[config.mk]
export PLATFORM = sky130hd
export DESIGN_NAME = eq_gain_mac_scheduler
export DESIGN_NICKNAME = d
export VERILOG_FILES = /design/src/rtl/eq_gain_mac_scheduler.sv
export SDC_FILE = /design/constraint.sdc
export NUM_CORES = 2
export LEC_CHECK = 0
export BUFFER_PORTS_ARGS = -buffer_cell sky130_fd_sc_hd__buf_4
export CAP_MARGIN = 20
export CORE_MARGIN = 3
export CORE_UTILIZATION = 65
export CTS_CLUSTER_DIAMETER = 100
export DETAILED_ROUTE_END_ITERATION = 16
export GPL_TIMING_DRIVEN = 1
export PLACE_DENSITY = 0.83
export RECOVER_POWER = 50
export SYNTH_ARGS = -nofsm -noshare
export SYNTH_HDL_FRONTEND = slang
export SYNTH_SLANG_ARGS = --single-unit
[constraint.sdc]
create_clock -name clk -period 11.2 [get_ports clk]
set_input_delay 1.68 -clock clk [delete_from_list [all_inputs] [get_ports clk]]
set_output_delay 1.68 -clock clk [all_outputs]
set_load 0.02 [all_outputs]
[src/rtl/eq_gain_mac_scheduler.sv]
// eq_gain_mac_scheduler
//   Time-multiplexed gain/sum engine for an N-band equalizer. One frame of
//   band samples is captured, each band is multiplied by its active gain on a
//   single shared multiplier (one band per cycle), the products are summed,
//   and one saturated output sample is emitted per frame.
//   The gain bank is double-buffered: the host writes shadow registers, and a
//   commit copies shadow -> active only at a frame boundary.
//
// Ports
//   clk, rst_n     clock (rising edge), asynchronous active-low reset
//   band_valid     1-cycle pulse: band_data holds a complete frame
//   band_data      band k at [DATA_BIT*(k+1)-1 -: DATA_BIT], signed
//   gain_wr_en     write gain_wr_data into shadow[gain_wr_addr]
//   gain_wr_addr   band index; out-of-range addresses are ignored
//   gain_wr_data   signed gain, Q(GAIN_BIT-FRAC_BIT).FRAC_BIT
//   gain_commit    request shadow -> active copy of all gains
//   data_out       signed equalized sample, held until next out_valid
//   out_valid      1-cycle pulse when data_out updates
//   busy           high whenever the engine is not idle
//   commit_pend    commit requested but not yet applied
//   overrun        sticky: a band_valid was dropped; cleared only by reset
module eq_gain_mac_scheduler #(
  parameter int FILTER_NUM = 8,
  parameter int DATA_BIT   = 16,
  parameter int GAIN_BIT   = 32,
  parameter int FRAC_BIT   = 16,
  parameter int IDX_BIT    = 3
) (
  input  logic                           clk,
  input  logic                           rst_n,
  input  logic                           band_valid,
  input  logic [DATA_BIT*FILTER_NUM-1:0] band_data,
  input  logic                           gain_wr_en,
  input  logic [IDX_BIT-1:0]             gain_wr_addr,
  input  logic [GAIN_BIT-1:0]            gain_wr_data,
  input  logic                           gain_commit,
  output logic [DATA_BIT-1:0]            data_out,
  output logic                           out_valid,
  output logic                           busy,
  output logic                           commit_pend,
  output logic                           overrun
);

  localparam int PROD_BIT = DATA_BIT + GAIN_BIT;
  localparam int ACC_BIT  = PROD_BIT + IDX_BIT;

  localparam logic [GAIN_BIT-1:0] UNITY = GAIN_BIT'(1) << FRAC_BIT;

  localparam logic signed [ACC_BIT-1:0] SAT_MAX =
    {{(ACC_BIT-DATA_BIT+1){1'b0}}, {(DATA_BIT-1){1'b1}}};
  localparam logic signed [ACC_BIT-1:0] SAT_MIN =
    {{(ACC_BIT-DATA_BIT+1){1'b1}}, {(DATA_BIT-1){1'b0}}};

  typedef enum logic [1:0] {
    IDLE,
    MAC,
    DONE
  } state_t;

  state_t                      state_q, state_d;
  logic [IDX_BIT-1:0]          idx_q, idx_d;
  logic signed [ACC_BIT-1:0]   acc_q, acc_d;
  logic signed [DATA_BIT-1:0]  sample_q [FILTER_NUM];
  logic signed [DATA_BIT-1:0]  sample_d [FILTER_NUM];
  logic signed [GAIN_BIT-1:0]  shadow_q [FILTER_NUM];
  logic signed [GAIN_BIT-1:0]  shadow_d [FILTER_NUM];
  logic signed [GAIN_BIT-1:0]  active_q [FILTER_NUM];
  logic signed [GAIN_BIT-1:0]  active_d [FILTER_NUM];
  logic [DATA_BIT-1:0]         data_out_q, data_out_d;
  logic                        out_valid_q, out_valid_d;
  logic                        commit_pend_q, commit_pend_d;
  logic                        overrun_q, overrun_d;

  logic signed [PROD_BIT-1:0]  prod;
  logic signed [ACC_BIT-1:0]   acc_shift;
  logic                        commit_now;

  always_comb begin
    state_d       = state_q;
    idx_d         = idx_q;
    acc_d         = acc_q;
    sample_d      = sample_q;
    shadow_d      = shadow_q;
    active_d      = active_q;
    data_out_d    = data_out_q;
    out_valid_d   = 1'b0;
    commit_pend_d = commit_pend_q;
    overrun_d     = overrun_q;
    commit_now    = 1'b0;

    prod      = PROD_BIT'(sample_q[idx_q]) * PROD_BIT'(active_q[idx_q]);
    acc_shift = acc_q >>> FRAC_BIT;

    // Only in-range addresses can match a loop index, so others are dropped.
    for (int unsigned k = 0; k < FILTER_NUM; k++) begin
      if (gain_wr_en && (gain_wr_addr == IDX_BIT'(k))) begin
        shadow_d[k] = gain_wr_data;
      end
    end

    unique case (state_q)
      IDLE: begin
        // Commit is applied at this same edge, so a frame starting now
        // already sees the new gains.
        if (gain_commit) begin
          commit_now = 1'b1;
        end
        if (band_valid) begin
          for (int unsigned k = 0; k < FILTER_NUM; k++) begin
            sample_d[k] = band_data[DATA_BIT*k +: DATA_BIT];
          end
          acc_d   = '0;
          idx_d   = '0;
          state_d = MAC;
        end
      end
      MAC: begin
        if (gain_commit) begin
          commit_pend_d = 1'b1;
        end
        if (band_valid) begin
          overrun_d = 1'b1;
        end
        acc_d = acc_q + ACC_BIT'(prod);
        idx_d = idx_q + IDX_BIT'(1);
        if (idx_q == IDX_BIT'(FILTER_NUM - 1)) begin
          state_d = DONE;
        end
      end
      DONE: begin
        if (band_valid) begin
          overrun_d = 1'b1;
        end
        // A commit arriving right at the boundary merges with any pending one.
        if (commit_pend_q || gain_commit) begin
          commit_now    = 1'b1;
          commit_pend_d = 1'b0;
        end
        if (acc_shift > SAT_MAX) begin
          data_out_d = {1'b0, {(DATA_BIT-1){1'b1}}};
        end else if (acc_shift < SAT_MIN) begin
          data_out_d = {1'b1, {(DATA_BIT-1){1'b0}}};
        end else begin
          data_out_d = acc_shift[DATA_BIT-1:0];
        end
        out_valid_d = 1'b1;
        state_d     = IDLE;
      end
      default: state_d = IDLE;
    endcase

    // Copy from shadow_d so a write at the commit edge is included.
    if (commit_now) begin
      active_d = shadow_d;
    end
  end

  always_ff @(posedge clk or negedge rst_n) begin
    if (!rst_n) begin
      state_q       <= IDLE;
      idx_q         <= '0;
      acc_q         <= '0;
      data_out_q    <= '0;
      out_valid_q   <= 1'b0;
      commit_pend_q <= 1'b0;
      overrun_q     <= 1'b0;
      for (int unsigned k = 0; k < FILTER_NUM; k++) begin
        sample_q[k] <= '0;
        shadow_q[k] <= UNITY;
        active_q[k] <= UNITY;
      end
    end else begin
      state_q       <= state_d;
      idx_q         <= idx_d;
      acc_q         <= acc_d;
      sample_q      <= sample_d;
      shadow_q      <= shadow_d;
      active_q      <= active_d;
      data_out_q    <= data_out_d;
      out_valid_q   <= out_valid_d;
      commit_pend_q <= commit_pend_d;
      overrun_q     <= overrun_d;
    end
  end

  assign data_out    = data_out_q;
  assign out_valid   = out_valid_q;
  assign busy        = (state_q != IDLE);
  assign commit_pend = commit_pend_q;
  assign overrun     = overrun_q;

endmodule
==> flow_metrics.tcl <==
set metrics [dict create \
    numPortBuffers 187 \
    grt_max_degree 185 \
    wirelength_um 122000 \
    grt_overflow 0 \
    fin_util 0.730 \
    period_needed_ns 9.75 \
    synth_ff_type "dfrtp_1" \
    wl_per_cell_um 23.6 \
    drv_slew 768 \
    yosys.area.top_type_share 0.358 \
    fmax_mhz 103 \
    drive_above_1_share 0.237 \
    hp-class "flop to flop" \
    critPathKind "flop to flop" \
    grt_setup_unrepaired "false" \
    yosys.area.top_type "dfrtp_1" \
    cts.clk_slew.worst_paths_ns 0.06 \
    cts_tree "built" \
    yosysWarnings 0 \
    grt_pass1_wl_um 195000 \
    postCtsResizedCells 0 \
    rows 99 \
    violations "capacitance limit, slew limit" \
    vias 31400 \
    cts_root_buf "clkbuf_16" \
    cp_common_cell "fa_1" \
    dp_hpwl_um 85400 \
    cp.required_ns 11.71 \
    tightestPinTransition_ns 4.99 \
    final_net_count 5013 \
    core_area_um2 73700 \
    area.sequential_um2 17900 \
    synth.avg_cell_area_um2 12.2 \
    multiInputGateArea_um2 28100 \
    antenna_cells 0 \
    ys_ff_latch 715 \
    clockBufferDepth 3 \
    synthToLayoutAreaGrowth_pct 9.99 \
    dr.pass1.iters 6 \
    setup-tns-final_ns 0 \
    crit_path_top_delay_cell "clkbuf_1" \
    h-tree-depth 3 \
    critPathLaunchType "flop" \
    ys_types 76 \
    gp_congestion 0.951 \
    die_area_um2 78600 \
    die_w_um 280 \
    syn-num-nets 4879 \
    die_h_um 280 \
    fillers 4565 \
    end_kind "flop" \
    path_max_fanout 53 \
    grt_usage 0.322 \
    ant_nets 0 \
    slew-limit-headroom -2.33 \
    vias_per_cell 6.07 \
    status "finished, violations left" \
    remaining_drc_errors 0 \
    drt-initial-drc-count 2699 \
    ios 188 \
    arrival_ns 10.26 \
    seq_area_frac_synth 0.366 \
    clock_skew_ns 0.0211 \
    grtUsageMet2 0.507 \
    clock_latency_ns 0.63 \
    synth_area_leaders "dfrtp_1 (36%), fa_1 (23%), mux2_2 (16%)" \
    start_util 0.664 \
    cts_hold_buf 0 \
    postCtsSetupRepairBufs 0 \
    hold_viol 0 \
    cts_made_buffers 75 \
    crit_chain "clkbuf_1, mux4_2, mux2i_1, nor2_1, fa_1, inv_1, fa_1, fa_1, inv_1, fa_1, fa_1, inv_1, fa_1, inv_1, ha_1, a21oi_2, o21ai_1, a221oi_2, a21boi_2, o211ai_2, a41oi_4, o21ai_1, a21o_1, a211o_1" \
    synthArstFlopShare 1.00 \
    cap_violations 16 \
    syn_area_um2 48900 \
    antenna_found_initial 3 \
    use_met3 0.0872 \
    met1_usage 0.434 \
    grt-busiest-layer "met2" \
    holdWs_ns 0.477 \
    cts_sinks 715 \
    first_global_vias 35100 \
    max_stage_delay_ns 1.45 \
    fin_crit_sh 0.870 \
    setup_viol 0 \
    synth_edf_count 0 \
    synth_cells 4020 \
]
## state kept, by name (all words and copies together), names as in the netlist
name,count
idx_q,3
overrun,1
active_q,256
out_valid,1
data_out,16
commit_pend,1
sample_q,128
acc_q,51
shadow_q,256
state_q,2
## worst max-delay path, delay by kind of cell (launching register included)
family | cells | cell delay, ns
DFF | 1 | 1.01
AOI/OAI and AO/OA | 9 | 2.06
and+or+nand+nor | 1 | 0.17
buffers and inverters | 5 | 1.66
adders and majority gates | 7 | 3.44
muxes | 2 | 1.28
## area by class of cell
cell class	count	share of cell area
clock buffer	102	0.0397
tap	959	0.0223
timing repair buffer	236	0.0323
clock inverter	34	0.00742
multi-input combinational	2501	0.521
sequential	715	0.333
inverter	625	0.0436
## per-stage QoR
| stage | area, µm² | setup WS [ns] | instances |
|---|---|---|---|
| 4_1_cts | 53900 | 2.38 | 5165 |
| 5_1_grt | 53800 | 1.15 | 5172 |
| 6_report | 53800 | 1.45 | 5172 |
| 3_3_place_gp | 51300 | 2.51 | 5027 |
| 2_1_floorplan | 48900 | 3.67 | 4020 |
| 3_5_place_dp | 51300 | 2.41 | 5029 |
## kinds of logic (layout without fill, tap and decap cells)
logic type | after synthesis | count (layout) | share of synthesized area
compound gates | 226 | 226 | 0.0309
fa+ha+maj | 691 | 691 | 0.261
buf+inv | 804 | 997 | 0.0625
flops | 715 | 715 | 0.366
mux | 815 | 815 | 0.209
xor+xnor | 47 | 47 | 0.00842
simple gates | 722 | 722 | 0.0621
## metal layers
layer | vias up | wire length (µm) | part of all wire
met5 | - | 36 | 0.00029
met4 | 6 | 4560 | 0.037
met3 | 329 | 11600 | 0.095
met2 | 1428 | 57200 | 0.47
met1 | 16300 | 48800 | 0.40
li1 | 13300 | - | -
## synthesized netlist by cell type (16+ instances only)
cell / number
dfrtp_1: 699
mux2_2: 679
inv_1: 625
fa_1: 550
nand2_1: 331
nor2_1: 268
ha_1: 141
clkbuf_1: 137
mux4_2: 96
o21ai_0: 58
a21oi_1: 42
mux2i_1: 40
buf_2: 30
a21o_1: 29
xnor2_1: 29
and2_1: 20
nand2b_1: 19
nand4_1: 18
xor2_1: 18
o22ai_1: 17
dfstp_2: 16
## layout by cell type (no fill, tap or decap), types with 15 or more instances in the layout
cell / Yosys / final
nand4_1: 18 / 18
fa_1: 550 / 550
and2_1: 20 / 20
mux2i_1: 40 / 33
mux2_1: 0 / 166
mux2_2: 679 / 513
dfrtp_1: 699 / 696
inv_1: 625 / 625
clkinv_2: 0 / 15
o21ai_0: 58 / 58
nand2b_1: 19 / 19
clkbuf_16: 0 / 75
dfstp_2: 16 / 16
xor2_1: 18 / 18
o22ai_1: 17 / 17
clkbuf_8: 0 / 16
clkbuf_1: 137 / 32
nor2_1: 268 / 268
a21oi_1: 42 / 42
buf_4: 0 / 212
xnor2_1: 29 / 29
ha_1: 141 / 141
nand2_1: 331 / 331
mux4_2: 96 / 96
a21o_1: 29 / 29
## worst paths after layout
path | from | end | slack (ns) | cells after the start
setup reg to reg | idx_q[1]$_DFFE_PN0P_ | acc_q[45]$_DFFE_PN0P_ | 1.45 | 24
max in group asynchronous | rst_n | shadow_q[214]$_DFF_PN0_ | 2.67 | 2
min in group asynchronous | rst_n | acc_q[4]$_DFFE_PN0P_ | 2.85 | 1
hold / removal | shadow_q[231]$_DFF_PN0_ | shadow_q[231]$_DFF_PN0_ | 0.48 | 1
setup / recovery | idx_q[1]$_DFFE_PN0P_ | acc_q[45]$_DFFE_PN0P_ | 1.45 | 24
hold reg to reg | shadow_q[231]$_DFF_PN0_ | shadow_q[231]$_DFF_PN0_ | 0.48 | 1
Power is left out: the tool's default activity adds up to more than one toggle a clock period on the data nets, which glitch-free logic cannot reach.
